`config.mk`:
```
export PLATFORM = sky130hd
export DESIGN_NAME = isp_param_controller
export DESIGN_NICKNAME = d
export VERILOG_FILES = /design/src/rtl/isp_param_controller.sv
export SDC_FILE = /design/constraint.sdc
export NUM_CORES = 1
export LEC_CHECK = 0
export BUFFER_PORTS_ARGS = -buffer_cell sky130_fd_sc_hd__buf_2
export CORE_ASPECT_RATIO = 0.8
export CORE_MARGIN = 4
export CORE_UTILIZATION = 40
export DETAILED_ROUTE_END_ITERATION = 10
export MAX_ROUTING_LAYER = met4
export SLEW_MARGIN = 15
export SYNTH_ARGS = -nofsm -noshare
export SYNTH_HDL_FRONTEND = slang
export SYNTH_SLANG_ARGS = --single-unit
```
`constraint.sdc`:
```
create_clock -name clk -period 2.7 [get_ports clk]
set_input_delay 0.27 -clock clk [delete_from_list [all_inputs] [get_ports clk]]
set_output_delay 0.27 -clock clk [all_outputs]
set_load 0.05 [all_outputs]
```
`src/rtl/isp_param_controller.sv`:
```
// rtl/isp_param_controller.sv - button arbitration, debounce and vsync-committed level registers for the gamma/bright/contrast stages
module isp_param_controller #(
    parameter int DEBOUNCE_CYCLES = 1000000,
    parameter int LEVEL_W         = 3,
    parameter int LEVEL_MAX       = 7,
    parameter int GAMMA_DEF       = 3,
    parameter int BRIGHT_DEF      = 4,
    parameter int CONTRAST_DEF    = 4
) (
    input  logic               clk,
    input  logic               reset,
    input  logic [1:0]         btn,
    input  logic               gamma_sw,
    input  logic               bright_sw,
    input  logic               contrast_sw,
    input  logic               vsync,
    output logic [LEVEL_W-1:0] gamma_level,
    output logic [LEVEL_W-1:0] bright_level,
    output logic [LEVEL_W-1:0] contrast_level,
    output logic [1:0]         active_mode,
    output logic               pending,
    output logic               mode_conflict
);

    localparam int CNT_W = (DEBOUNCE_CYCLES >= 2) ? $clog2(DEBOUNCE_CYCLES) : 1;
    localparam logic [CNT_W-1:0]   CNT_LAST = CNT_W'(DEBOUNCE_CYCLES - 1);
    localparam logic [LEVEL_W-1:0] LVL_MAX  = LEVEL_W'(LEVEL_MAX);
    localparam logic [LEVEL_W-1:0] LVL_ZERO = '0;
    localparam logic [LEVEL_W-1:0] LVL_DEF [3] = '{LEVEL_W'(GAMMA_DEF), LEVEL_W'(BRIGHT_DEF), LEVEL_W'(CONTRAST_DEF)};

    localparam logic [1:0] MODE_NONE     = 2'd0;
    localparam logic [1:0] MODE_GAMMA    = 2'd1;
    localparam logic [1:0] MODE_BRIGHT   = 2'd2;
    localparam logic [1:0] MODE_CONTRAST = 2'd3;

    logic [1:0]         btn_meta_q, btn_sync_q;
    logic [CNT_W-1:0]   cnt_q [2];
    logic [CNT_W-1:0]   cnt_d [2];
    logic [1:0]         acc_q, acc_d, acc_prev_q;
    logic [1:0]         press_q;
    logic [1:0]         active_mode_q, mode_d;
    logic               conflict_q, conflict_d;
    logic               lockout_q, lockout_d;
    logic               vsync_prev_q, vs_fall_q;
    logic [LEVEL_W-1:0] shadow_q [3];
    logic [LEVEL_W-1:0] shadow_d [3];
    logic [LEVEL_W-1:0] live_q [3];
    logic               pending_q, pending_d;
    logic               evt_ok, restore;

    // Two-flop synchroniser for the raw asynchronous buttons
    always_ff @(posedge clk or posedge reset) begin
        if (reset) begin
            btn_meta_q <= '0;
            btn_sync_q <= '0;
        end else begin
            btn_meta_q <= btn;
            btn_sync_q <= btn_meta_q;
        end
    end

    // Debounce: count consecutive cycles of disagreement, accept the new level after DEBOUNCE_CYCLES
    always_comb begin
        for (int i = 0; i < 2; i++) begin
            acc_d[i] = acc_q[i];
            cnt_d[i] = '0;
            if (btn_sync_q[i] != acc_q[i]) begin
                if (cnt_q[i] == CNT_LAST) begin
                    acc_d[i] = btn_sync_q[i];
                end else begin
                    cnt_d[i] = cnt_q[i] + CNT_W'(1);
                end
            end
        end
    end

    // Debounce state and one-cycle press pulse on a rising accepted level
    always_ff @(posedge clk or posedge reset) begin
        if (reset) begin
            cnt_q[0]   <= '0;
            cnt_q[1]   <= '0;
            acc_q      <= '0;
            acc_prev_q <= '0;
            press_q    <= '0;
        end else begin
            cnt_q[0]   <= cnt_d[0];
            cnt_q[1]   <= cnt_d[1];
            acc_q      <= acc_d;
            acc_prev_q <= acc_q;
            press_q    <= acc_q & ~acc_prev_q;
        end
    end

    // Fixed-priority stage selection; lockout holds off events until both buttons are released after a mode change
    always_comb begin
        mode_d = MODE_NONE;
        if (gamma_sw) begin
            mode_d = MODE_GAMMA;
        end else if (bright_sw) begin
            mode_d = MODE_BRIGHT;
        end else if (contrast_sw) begin
            mode_d = MODE_CONTRAST;
        end
        conflict_d = (gamma_sw & bright_sw) | (gamma_sw & contrast_sw) | (bright_sw & contrast_sw);
        lockout_d  = lockout_q;
        if (mode_d != active_mode_q) begin
            lockout_d = 1'b1;
        end else if (acc_q == 2'b00) begin
            lockout_d = 1'b0;
        end
    end

    // Mode, conflict and lockout registers
    always_ff @(posedge clk or posedge reset) begin
        if (reset) begin
            active_mode_q <= MODE_NONE;
            conflict_q    <= 1'b0;
            lockout_q     <= 1'b0;
        end else begin
            active_mode_q <= mode_d;
            conflict_q    <= conflict_d;
            lockout_q     <= lockout_d;
        end
    end

    // Shadow update: saturating step, or restore to default when the buttons are combined
    always_comb begin
        evt_ok  = (press_q != 2'b00) && !lockout_q && (active_mode_q != MODE_NONE);
        restore = (press_q[0] & press_q[1]) | (press_q[0] & acc_q[1]) | (press_q[1] & acc_q[0]);
        for (int k = 0; k < 3; k++) begin
            shadow_d[k] = shadow_q[k];
            if (evt_ok && active_mode_q == 2'(k + 1)) begin
                if (restore) begin
                    shadow_d[k] = LVL_DEF[k];
                end else if (press_q[0]) begin
                    if (shadow_q[k] < LVL_MAX) begin
                        shadow_d[k] = shadow_q[k] + LEVEL_W'(1);
                    end
                end else if (shadow_q[k] != LVL_ZERO) begin
                    shadow_d[k] = shadow_q[k] - LEVEL_W'(1);
                end
            end
        end
        pending_d = (shadow_q[0] != live_q[0]) | (shadow_q[1] != live_q[1]) | (shadow_q[2] != live_q[2]);
    end

    // Shadow/live registers; live copies shadow one cycle after a registered vsync fall
    always_ff @(posedge clk or posedge reset) begin
        if (reset) begin
            vsync_prev_q <= 1'b1;
            vs_fall_q    <= 1'b0;
            pending_q    <= 1'b0;
            for (int k = 0; k < 3; k++) begin
                shadow_q[k] <= LVL_DEF[k];
                live_q[k]   <= LVL_DEF[k];
            end
        end else begin
            vsync_prev_q <= vsync;
            vs_fall_q    <= vsync_prev_q & ~vsync;
            pending_q    <= pending_d;
            for (int k = 0; k < 3; k++) begin
                shadow_q[k] <= shadow_d[k];
                if (vs_fall_q) begin
                    live_q[k] <= shadow_q[k];
                end
            end
        end
    end

    assign gamma_level    = live_q[0];
    assign bright_level   = live_q[1];
    assign contrast_level = live_q[2];
    assign active_mode    = active_mode_q;
    assign pending        = pending_q;
    assign mode_conflict  = conflict_q;

endmodule
```
# [Word level (Yosys, flattened, before mapping)]
# Cells that the tools add are included.
[classes] addsub=8 n_lt_le_gt_ge=3 n_eq_ne=14 n_mux=21 n_bitwise=16 reduce_logical=21
[ops] cell="20-bit two-way mux" count=4
[ops] cell="20-bit by 1-bit adder with 20-bit output, second input constant" count=2
[ops] cell="20-bit equality test, second input constant" count=2
[ops] cell="3-bit two-way mux" count=12
[ops] cell="3-bit nonzero test" count=6
[ops] cell="3-bit by 1-bit adder with 3-bit output, second input constant" count=3
[ops] cell="3-bit less-than comparator, second input constant" count=3
[ops] cell="3-bit by 1-bit inequality test with 1-bit output, second input constant" count=3
[ops] cell="3-bit inequality test" count=3
[ops] cell="3-bit AND reduction" count=3
[ops] cell="3-bit by 1-bit subtractor with 3-bit output, second input constant" count=3
[ops] cell="1-bit AND" count=7
[ops] cell="2-bit two-way mux" count=3
[ops] cell="1-bit bitwise OR" count=6
[ops] cell="2-bit nonzero test" count=3
[ops] cell="1-bit logical AND" count=5
[ops] cell="2-bit equality test, second input constant" count=2
[ops] cell="2-bit AND reduction" count=2
[ops] cell="2-bit AND" count=1
[ops] cell="2-bit by 1-bit equality test with 1-bit output, second input constant" count=1
[ops] cell="2-bit logical NOT" count=1
[ops] cell="1-bit two-way mux" count=2
[ops] cell="1-bit inequality test" count=2
[ops] cell="2-bit inequality test" count=1
[ops] cell="3 further kinds" count=3
[totals] ff_bits=75 inputBits=8 out_inout_bits=13 word_cells=103

# [Longest topological paths before layout]
[depth] ltp_word=5 depth_mapped=7 mapped_depth_nobuf=6

# [Worst setup path before layout]
# No wires, ideal clock.
[synth_path] path_type="flip-flop to flip-flop" start="register cnt_q[20] (netlist bit)" end="register cnt_q[38] (netlist bit)" setup_ns=0.078 arrival_time_ns=1.836 required_time_ns=2.622 slack_ns=0.786 stages_incl_launch_ff=6 path_buffers=0 synth_period_minus_slack_ns=1.914 cell_sequence="dfrtp_1 -> ha_1 -> nand2_1 -> or4_4 -> or4_1 -> a21oi_1"
[synth_lines] item="start: declaration" line_no="37" text="logic [CNT_W-1:0] cnt_q [2];"

==> results_dict.tcl <==
set metrics [dict create \
    status "finished clean" \
    synth_area_um2 3590 \
    finalInstanceArea_um2 4160 \
    gr-total-overflow 0 \
    drive_above_1_share_pct 17.7 \
    slowest_delay_ns 0.57 \
    diodes 0 \
    dp.final_hpwl_um 4380 \
    place_ws_ns 0.637 \
    hold_viol 0 \
    ys.warnings.count 0 \
    worstSetupPathType "reg -> reg" \
    seq_area_frac_synth_pct 52.6 \
    peakVddDrop_mv 0.332 \
    htree_levels 3 \
    clock-sinks 75 \
    die_w_um 114 \
    rows 30 \
    antenna_found_initial 0 \
    cp.required_ns 2.96 \
    synth_cell_type_count 39 \
    rsz0062_at_grt "no" \
    path_max_fanout 6 \
    min_period_ns 2.08 \
    hold_class "in -> async" \
    slew_headroom_pct 52.2 \
    grt_pass1_wl_um 11400 \
    power.leakage_uw 0.00187 \
    drc 0 \
    drt_iter0_markers 123 \
    fin_cells 485 \
    wl_per_cell_um 13.6 \
    placed_cells 469 \
    setup_viol 0 \
    synth-edff-count 0 \
    syn2layout_area_growth_pct 15.7 \
    path_cells "ha_1, nand2_1, or4_4, or4_1, a21oi_1" \
    synth.most_common_cell "dfrtp_1" \
    firstDrtPassIters 4 \
    io_buffers 20 \
    root_buffer "clkbuf_16" \
    syn_inst 344 \
    grt_max_degree 76 \
    fin_nets 381 \
    clk_latency_ns 0.33 \
    skew_ns 0.00604 \
    hold_slack_ns 0.0263 \
    cts_buffer_depth 2 \
    gp_congestion 0.800 \
    cts_setup_buffers 0 \
    crit_buf_inv 0 \
    ant_nets 0 \
    cts-buffers-inserted 9 \
    postSynthRegisterBits 75 \
    synth_largest_area_cell "dfrtp_1" \
    tightest_slew_ns 0.698 \
    cts.reportedPaths.clkPinSlew_ns 0.06 \
    vias_per_cell 5.19 \
    slowest_stage "or4_4" \
    timing.final.ws_setup_ns 0.620 \
    critPathArrivalTime_ns 2.34 \
    num_io_pins 21 \
    die_h_um 92.8 \
    synthTopCellsByArea "dfrtp_1 (46%), dfstp_2 (6.6%), xor2_1 (5.4%)" \
    dpl_cell_area_um2 3840 \
    vias 2519 \
    setup_tns_ns 0 \
    die_area_um2 10600 \
    endpoint_kind "flip-flop" \
    cp_top_family "simple AND/OR/NAND/NOR gates" \
    max_freq_mhz 481 \
    fin_crit_sh_pct 77.0 \
    ys.flop_type "dfrtp_1" \
    wirelength_um 6620 \
    grt_use_total_pct 13.8 \
    tritoncts "built" \
    drv_cap 0 \
    grt_pass1_vias 2430 \
    synth-async-reset-ratio_pct 100 \
    synthTopCellsByCount "dfrtp_1 (66), nor2_1 (38), xor2_1 (22)" \
    synth_nets 357 \
    cts_hold_buf 0 \
    core-area_um2 8630 \
    setup.worst_path.start_class "flip-flop" \
    netlist.area_leader.share_pct 46.0 \
    avgSynthCellArea_um2 10.4 \
    start_util_pct 41.6 \
    powerDensity_nw_per_um2 598 \
    cts.repair.resized 0 \
    drv_slew 0 \
]
metrics by stage:
| stage | util, % | power [uW] |
|---|---|---|
| 2_1_floorplan | - | 1240 |
| 3_3_place_gp | 44.5 | 1270 |
| 3_5_place_dp | 44.5 | 1270 |
| 4_1_cts | 48.1 | 2530 |
| 5_1_grt | 48.1 | 2580 |
| 6_report | 48.1 | 2480 |
worst register-to-register path, cell delays in order (launching register included):
cell and delay, ns:
dfrtp_1 0.41, ha_1 0.26, nand2_1 0.14, or4_4 0.57, or4_1 0.48, a21oi_1 0.15
power by group:
part	internal [uW]	switching (uW)	leakage, uW
Sequential	1140	17.2	0.000990
Combinational	26.9	58.0	0.000733
Clock	793	447	0.000152
final timing paths:
kind                            slack, ns     startpoint  cells past startpoint                end
worst max register to register       0.62      cnt_q[20]                      5          cnt_q[38]
worst min register to register       0.34  btn_meta_q[1]                      0      btn_sync_q[1]
max in group asynchronous            2.32          reset                      3  contrast_level[2]
worst min-delay path                 0.03          reset                      3          cnt_q[31]
worst max-delay path                 0.62      cnt_q[20]                      5          cnt_q[38]
min in group clk                     0.05          vsync                      1       vsync_prev_q
state kept, by name (all words and copies together), names as in the netlist, 2 cells and up:
signal,cells
acc_prev_q,2
acc_q,2
active_mode,2
bright_level,3
btn_meta_q,2
btn_sync_q,2
cnt_q,40
contrast_level,3
gamma_level,3
press_q,2
shadow_q,9
per-layer routing:
metal,track usage (%),wire length [um]
met1,18.8,3360
met2,19.1,2880
met3,5.03,308
met4,4.15,61
met5,-,0
final cells by class:
class / instances / area (um2)
sequential: 75 / 1890
clock inverter: 3 / 46.3
multi-input combinational: 244 / 1620
timing repair buffer: 23 / 135
clock buffer: 13 / 270
tap: 112 / 140
inverter: 15 / 56.3
fill: 811 / 4480
cells in the final DEF (no fill, tap or decap), drive strengths merged, types with 4 or more instances in the layout:
master   n
dfrtp   66
nor2    38
buf     23
xor2    22
nand3   18
xnor2   18
a21oi   16
nand2   15
inv     15
mux2    13
o21ai   13
clkbuf  13
nor3    12
and3    11
nand4   10
or3      9
dfstp    9
nor4     6
nor2b    5
or4      4
o31ai    4
cells by family (layout without fill, tap and decap cells):
group | Yosys count | count (layout) | synth area share [%]
flops | 75 | 75 | 52.6
xor+xnor | 40 | 40 | 9.75
mux | 15 | 15 | 4.63
fa+ha+maj | 5 | 5 | 2.37
compound gates | 44 | 44 | 7.24
buf+inv | 25 | 54 | 2.61
simple gates | 140 | 140 | 20.8
No activity file was read; power rests on OpenSTA's default activity.
